File: src/rtl/hazard_pkg.sv
// Shared definitions for the hazard controller: forwarding-select encodings
// and the default register-address width.
package hazard_pkg;

  localparam int REG_AW_DEF = 5;

  localparam logic [1:0] FWD_RF  = 2'b00;
  localparam logic [1:0] FWD_MEM = 2'b01;
  localparam logic [1:0] FWD_WB  = 2'b10;

endpackage

File: src/rtl/hazard_ctrl_mdu_tracker.sv
// MDU busy tracker: a down-counter loaded with MDU_LAT when an MDU op leaves E.
// A new start while busy reloads the counter, so the newest op sets the timing.
module mdu_busy_tracker #(
  parameter int MDU_LAT = 32
) (
  input  logic clk,
  input  logic rst_n,
  input  logic mdu_start,
  output logic mdu_busy
);

  localparam int CNT_W = $clog2(MDU_LAT + 1);

  logic [CNT_W-1:0] r_cnt;

  // Busy counter: reload on start, otherwise count down to zero.
  always_ff @(posedge clk) begin
    if (!rst_n) begin
      r_cnt <= '0;
    end else if (mdu_start) begin
      r_cnt <= CNT_W'(MDU_LAT);
    end else if (r_cnt != '0) begin
      r_cnt <= r_cnt - CNT_W'(1);
    end
  end

  // Gated by rst_n so the output is 0 during reset even before the first edge.
  assign mdu_busy = rst_n && (r_cnt != '0);

endmodule

File: src/rtl/hazard_ctrl_mdu.sv
// Hazard controller for the 5-stage MIPS pipeline: E/D forwarding selects,
// load-use / branch / MDU stalls, E flush, and an MDU busy tracker.
// Optional feature macro: HAZ_PERF_CNT_EN adds a saturating stall-cycle counter
// on the stall_cnt port; without it the port and register are absent.
module hazard_ctrl_mdu
  import hazard_pkg::*;
#(
  parameter int REG_AW  = REG_AW_DEF,
  parameter int MDU_LAT = 32,
  parameter int PERF_W  = 32
) (
  input  logic              clk,
  input  logic              rst_n,
  input  logic [REG_AW-1:0] rs_d,
  input  logic [REG_AW-1:0] rt_d,
  input  logic              branch_d,
  input  logic              mdu_use_d,
  input  logic [REG_AW-1:0] rs_e,
  input  logic [REG_AW-1:0] rt_e,
  input  logic [REG_AW-1:0] write_reg_e,
  input  logic              reg_write_e,
  input  logic              mem_to_reg_e,
  input  logic              mdu_start_e,
  input  logic [REG_AW-1:0] write_reg_m,
  input  logic              reg_write_m,
  input  logic              mem_to_reg_m,
  input  logic [REG_AW-1:0] write_reg_w,
  input  logic              reg_write_w,
  output logic [1:0]        fwd_a_e,
  output logic [1:0]        fwd_b_e,
  output logic              fwd_a_d,
  output logic              fwd_b_d,
  output logic              stall_f,
  output logic              stall_d,
  output logic              flush_e,
  output logic              mdu_busy
`ifdef HAZ_PERF_CNT_EN
  ,
  output logic [PERF_W-1:0] stall_cnt
`endif
);

  // Parameter sanity: an MDU op must occupy at least one cycle and the
  // counter width must be usable.
  if (MDU_LAT < 1 || PERF_W < 1) begin : g_param_check
    $error("hazard_ctrl_mdu: MDU_LAT and PERF_W must be >= 1");
  end

  // Register 0 is hard-wired zero, so it never matches a producer.
  function automatic logic reg_match(input logic [REG_AW-1:0] a,
                                     input logic [REG_AW-1:0] b);
    return (a == b) && (a != '0);
  endfunction

  logic w_mdu_busy;
  logic w_lw_stall;
  logic w_br_stall;
  logic w_mdu_stall;
  logic w_stall;

  mdu_busy_tracker #(
    .MDU_LAT (MDU_LAT)
  ) u_mdu_busy_tracker (
    .clk       (clk),
    .rst_n     (rst_n),
    .mdu_start (mdu_start_e),
    .mdu_busy  (w_mdu_busy)
  );

  // Forwarding selects and stall detection; everything forced low in reset.
  always_comb begin
    fwd_a_e     = FWD_RF;
    fwd_b_e     = FWD_RF;
    fwd_a_d     = 1'b0;
    fwd_b_d     = 1'b0;
    w_lw_stall  = 1'b0;
    w_br_stall  = 1'b0;
    w_mdu_stall = 1'b0;
    if (rst_n) begin
      // M has priority over W because it holds the younger result.
      if (reg_write_m && reg_match(rs_e, write_reg_m))      fwd_a_e = FWD_MEM;
      else if (reg_write_w && reg_match(rs_e, write_reg_w)) fwd_a_e = FWD_WB;
      if (reg_write_m && reg_match(rt_e, write_reg_m))      fwd_b_e = FWD_MEM;
      else if (reg_write_w && reg_match(rt_e, write_reg_w)) fwd_b_e = FWD_WB;

      // Only ALUOut can reach the comparator from M; loads are not ready yet.
      fwd_a_d = reg_match(rs_d, write_reg_m) && reg_write_m && !mem_to_reg_m;
      fwd_b_d = reg_match(rt_d, write_reg_m) && reg_write_m && !mem_to_reg_m;

      w_lw_stall  = mem_to_reg_e &&
                    (reg_match(rs_d, write_reg_e) || reg_match(rt_d, write_reg_e));
      w_br_stall  = branch_d &&
                    ((reg_write_e &&
                      (reg_match(rs_d, write_reg_e) || reg_match(rt_d, write_reg_e))) ||
                     (mem_to_reg_m &&
                      (reg_match(rs_d, write_reg_m) || reg_match(rt_d, write_reg_m))));
      w_mdu_stall = mdu_use_d && (w_mdu_busy || mdu_start_e);
    end
  end

  assign w_stall  = w_lw_stall | w_br_stall | w_mdu_stall;
  assign stall_f  = w_stall;
  assign stall_d  = w_stall;
  assign flush_e  = w_stall;
  assign mdu_busy = w_mdu_busy;

`ifdef HAZ_PERF_CNT_EN
  logic [PERF_W-1:0] r_stall_cnt;

  // Saturating count of stall cycles since reset.
  always_ff @(posedge clk) begin
    if (!rst_n) begin
      r_stall_cnt <= '0;
    end else if (w_stall && (r_stall_cnt != '1)) begin
      r_stall_cnt <= r_stall_cnt + PERF_W'(1);
    end
  end

  assign stall_cnt = r_stall_cnt;
`endif

endmodule

File: config.mk
export PLATFORM = sky130hd
export DESIGN_NAME = hazard_ctrl_mdu
export DESIGN_NICKNAME = d
export VERILOG_FILES = /design/src/rtl/hazard_pkg.sv /design/src/rtl/hazard_ctrl_mdu_tracker.sv /design/src/rtl/hazard_ctrl_mdu.sv
export SDC_FILE = /design/constraint.sdc
export NUM_CORES = 1
export LEC_CHECK = 0
export ABC_AREA = 1
export CORE_ASPECT_RATIO = 2
export CORE_MARGIN = 2
export CORE_UTILIZATION = 40
export DETAILED_ROUTE_END_ITERATION = 8
export PLACE_DENSITY = 0.81
export SYNTH_ARGS = -nofsm -noshare
export SYNTH_HDL_FRONTEND = slang
export SYNTH_HIERARCHICAL = 1
export SYNTH_SLANG_ARGS = --single-unit
File: constraint.sdc
create_clock -name clk -period 1.55 [get_ports clk]
set_input_delay 0.155 -clock clk [delete_from_list [all_inputs] [get_ports clk]]
set_output_delay 0.155 -clock clk [all_outputs]
set_load 0.03 [all_outputs]
== After elaboration in Yosys (flattened, before gate mapping) ==
Cells that the tools add are included.
Storage, ports and cells
  bits in registers: 6
  logic and storage cells: 61
  bits of input ports: 45
Cells by class
  eq/ne operators: 8
  multiplexer cells: 13
  add/sub/neg operators: 1
  bitwise gates (word level): 3
  reduce and logical (&&, ||, !) cells: 34
Operator list (count)
  $eq 5x5->1: 8
  $logic_and 1x1->1: 22
  $reduce_bool 5->1: 4
  $mux 2: 6
  $mux 6: 2
  $reduce_bool 6->1: 1
  $sub 6x1->6 const B: 1
  $mux 1: 5
  $logic_or 1x1->1: 4
  $or 1x1->1: 2
  $reduce_bool 2->1: 1
  $reduce_or 2->1: 1
  $logic_not 1->1: 1
  $not 1->1: 1

== Logic depth before layout (Yosys ltp) ==
  depth in word-level cells: 9
  gate-level depth with buffers: 12

== Hierarchy ==
Netlist, hierarchy kept.
Modules (own cells, without submodules)
  hazard_ctrl_mdu: area an instance 754.5 sq um, times used 1, cells each 149
  mdu_busy_tracker: area an instance 317.8 sq um, times used 1, cells each 44

== Worst setup path after synthesis ==
No wires, ideal clock.
  kind: register to output
  from: reg u_mdu_busy_tracker.r_cnt[0]
  to: out stall_d
  path slack: -141 ps
  arrival time: 1536 ps
  data required time: 1395 ps
  cell stages (with the launch flop): 11
  cells stage by stage: dfxtp_1 > inv_1 > ha_1 > nand3_2 > nand2_1 > inv_2 > o21ai_2 > nand3_1 > nand2_1 > inv_1 > buf_4
Between the ends
  longest elaborated chain between the ends: 6
Ends and longest elaborated chain
  from (decl): line hazard_ctrl_mdu_tracker.sv:14  | logic [CNT_W-1:0] r_cnt;
  from (signal assigned): line hazard_ctrl_mdu_tracker.sv:21  | r_cnt <= CNT_W'(MDU_LAT);
  from (signal assigned): line hazard_ctrl_mdu_tracker.sv:23  | r_cnt <= r_cnt - CNT_W'(1);
  $reduce_bool 6->1: line hazard_ctrl_mdu_tracker.sv:28  | assign mdu_busy = rst_n && (r_cnt != '0);
  $logic_and 1x1->1: line hazard_ctrl_mdu_tracker.sv:28
  via mdu_busy: line hazard_ctrl_mdu.sv:36  | output logic mdu_busy
  $logic_or 1x1->1: line hazard_ctrl_mdu.sv:97  | w_mdu_stall = mdu_use_d && (w_mdu_busy || mdu_start_e);
  $logic_and 1x1->1: line hazard_ctrl_mdu.sv:97
  $mux 1: line hazard_ctrl_mdu.sv:79  | if (rst_n) begin
  $or 1x1->1: line hazard_ctrl_mdu.sv:101  | assign w_stall = w_lw_stall | w_br_stall | w_mdu_stall;
  to (decl): line hazard_ctrl_mdu.sv:34  | output logic stall_d,
The timed path passes the listed nets, and every way through them passes these cells.

== Worst setup path after layout ==
  from: reg u_mdu_busy_tracker.r_cnt[1]
  to: out stall_f
Between the ends
  longest elaborated chain between the ends: 6
Ends and longest elaborated chain
  $reduce_bool 6->1: line hazard_ctrl_mdu_tracker.sv:28
  $logic_and 1x1->1: line hazard_ctrl_mdu_tracker.sv:28
  $logic_or 1x1->1: line hazard_ctrl_mdu.sv:97
  $logic_and 1x1->1: line hazard_ctrl_mdu.sv:97
  $mux 1: line hazard_ctrl_mdu.sv:79
  $or 1x1->1: line hazard_ctrl_mdu.sv:101
  to (decl): line hazard_ctrl_mdu.sv:33  | output logic stall_f,
No other way between the ends.

==> impl_metrics.py <==
metrics = {
    "detailed_routing": {
        "vias": 1494,
        "initialDrtViolationCount": 23,
        "ant_nets": 0,
        "drc": 0,
        "wl_per_cell_um": 13.4,
        "firstDrtPassIters": 2,
        "wl_um": 3930,
        "viasPerCell": 5.10,
    },
    "final_layout": {
        "nFillCells": 221,
        "area_growth_pct": 76.2,
        "final_core_util_pct": 74.5,
        "fin_nets": 314,
        "reg_top3": "u_mdu_busy_tracker/r_cnt x6",
        "layout-drive-gt1-share_pct": 25.3,
        "largest_register_ffs": 6,
        "largest-register": "u_mdu_busy_tracker/r_cnt",
        "n_antenna_cell": 0,
    },
    "pwr": {
        "p_leak_nw": 1.06,
        "ir_drop_mv": 0.338,
        "power_density_nw_per_um2": 677,
        "fin_total_pwr_w": 0.00128,
    },
    "worst_hold_path": {
        "hold_class": "input pin to flip-flop",
    },
    "synth": {
        "synth_area_leaders": "nand2_1 18%, xor2_1 12%, dfxtp_1 11%, nor2_1 11%, inv_1 11%",
        "yosysTopAreaCellShare_pct": 17.9,
        "async_reset_ff_share_pct": 0,
        "synth_common_cells": "51 x nand2_1, 32 x nor2_1, 31 x inv_1, 15 x xor2_1, 10 x nand3_1",
        "syn_avg_cell_area_um2": 5.56,
        "ys_types": 26,
        "synthCells": 193,
        "synth_flop_cell": "dfxtp_1",
        "synth_edf_count": 0,
        "yosys.area.top_type": "nand2_1",
        "synth_seq_cells": 6,
        "synth_most_common_cell": "nand2_1",
        "syn-cell-area_um2": 1070,
        "synth_nets": 240,
        "synth_warnings": 6,
        "ys_seq_area_share_pct": 11.2,
    },
    "sta": {
        "clock_skew_ns": 0.00317,
        "clock.fmax_mhz": 635,
        "rsz0062_at_grt": "true",
        "period_needed_ns": 1.58,
        "min_period_over_period_pct": 102,
        "setup_violations": 3,
        "drv_slew": 0,
        "fin_ws_ns": -0.0255,
        "timing.hold.ws_ns": 0.474,
        "final_hold_viol_count": 0,
        "worstMarginPinSlew_ns": 0.278,
        "slew_headroom_pct": 81.5,
    },
    "setup_path": {
        "cpLargestDelayFamily": "simple AND/OR/NAND/NOR gates",
        "crit_required_ns": 1.39,
        "critPathMaxFanout": 3,
        "cp_cell_sequence": "inv_2 -> ha_4 -> nand3_4 -> nand2_4 -> inv_4 -> o21ai_2 -> nand3_1 -> nand2_2 -> inv_4 -> buf_6",
        "cp_slowest_cell": "dfxtp_2",
        "cp_slowest_stage_delay_ns": 0.32,
        "crit_buf_inv": 4,
        "cp-end-kind": "output port",
        "crit_path_frequent_cell": "inv_4",
        "critPathArrivalTime_ns": 1.42,
        "start_kind": "flip-flop",
        "crit_type": "flip-flop to output port",
    },
    "grt": {
        "antenna_found_initial": 0,
        "grt_max_degree": 8,
        "grt_first_pass_wirelength_um": 6110,
        "gr-usage-all-layers_pct": 27.3,
        "grt_pass1_vias": 1576,
        "overflow": 0,
    },
    "clock_tree": {
        "clock_path_buffers": 2,
        "path_clk_slew_ns": 0.04,
        "cts.sinks": 6,
        "htree_levels": 1,
        "cts_buffers": 3,
        "insertion_delay_ns": 0.23,
        "clockRootBuffer": "clkbuf_8",
        "cts-hold-fix-buffers": 0,
        "cts_tree": "yes",
    },
    "floorplan": {
        "die_x_um": 40.6,
        "coreArea_um2": 2540,
        "die_h_um": 77.2,
        "rows": 26,
        "fp.dieArea_um2": 3140,
        "start_util_pct": 42.3,
        "pin_count": 55,
    },
    "place": {
        "place_ws_ns": -0.226,
        "portBuffers": 54,
        "dp_hpwl_um": 3040,
        "gp_congestion": 0.848,
    },
    "status": {
        "status": "complete, but fails checks",
        "violations": "negative setup slack",
    },
    "job": {
        "maxCapViolations": 0,
    },
}
## through the flow
stage                     TNS (ns)  cells  area, um2
after floorplan                  0    193       1080
after global placement       -1.61    285       1700
after detailed placement     -1.53    285       1700
after CTS                  -0.0918    293       1830
after global routing        -0.381    293       1890
final                      -0.0739    293       1890
## cells by family after synthesis
family / synth area share [%]
AO/OA/AOI/OAI: 9.80
flip-flops: 11.2
AND/OR/NAND/NOR: 43.2
buffers and inverters: 14.7
XOR/XNOR: 18.8
adder cells (fa/ha/maj): 2.33
## worst paths after layout
path	start	end	slack [ns]	depth (start not counted)
setup / recovery	u_mdu_busy_tracker/r_cnt[1]$_SDFFE_PP0P_	stall_f	-0.03	10
hold / removal	rst_n	u_mdu_busy_tracker/r_cnt[5]$_SDFFE_PN0P_	0.47	4
setup reg to reg	u_mdu_busy_tracker/r_cnt[0]$_SDFFE_PP0P_	u_mdu_busy_tracker/r_cnt[2]$_SDFFE_PP0P_	0.28	6
hold reg to reg	u_mdu_busy_tracker/r_cnt[4]$_SDFFE_PP0P_	u_mdu_busy_tracker/r_cnt[4]$_SDFFE_PP0P_	0.57	2
## cell type report
type / count / area, um2 / share of cell area, %
flip-flops and latches: 6 / 123 / 6.49
clock buffers: 3 / 41.3 / 2.19
multi-input cells: 149 / 906 / 47.9
repair buffers: 72 / 648 / 34.3
inverters: 35 / 136 / 7.22
well taps: 28 / 35.0 / 1.85
## routing by layer
layer | GRT usage (%) | share of wire (%)
met1 | 20.5 | 30
met2 | 56.8 | 64
met3 | 2.31 | 2.8
met4 | 11.0 | 3.5
met5 | 0 | 0
## power by group
group	leakage, nW	total [W]	switching [W]	internal [W]
combinational	0.990	0.000799	0.000426	0.000372
sequential	0.0502	0.000239	0.0000424	0.000197
clock	0.0216	0.000240	0.0000729	0.000167
total	1.06	0.00128	0.000542	0.000736
## layout by cell type (no fill, tap or decap), types with 3 or more instances in the layout
master	count
o22ai_1	4
nor2_1	30
xnor2_1	6
buf_4	24
nand3_1	9
clkdlybuf4s50_1	8
clkbuf_8	3
nand4_1	3
inv_1	23
dfxtp_1	4
nand2_1	49
inv_2	9
nor3_2	5
xor2_1	15
dlygate4sd2_1	28
buf_6	4
dlymetal6s2s_1	7
## repair_timing
action | CTS | global route
gates cloned | 0 | 0
buffers inserted | 5 | 0
gates resized for setup | 53 | 19
pin swaps | 13 | 8
setup endpoints to repair | 9 | 8
## worst min-delay path: cells and delay by family
family                 cells  cell delay, ns
buffers and inverters      2            0.39
AND/OR/NAND/NOR            2            0.13
Power figures use the tool's default switching activity.
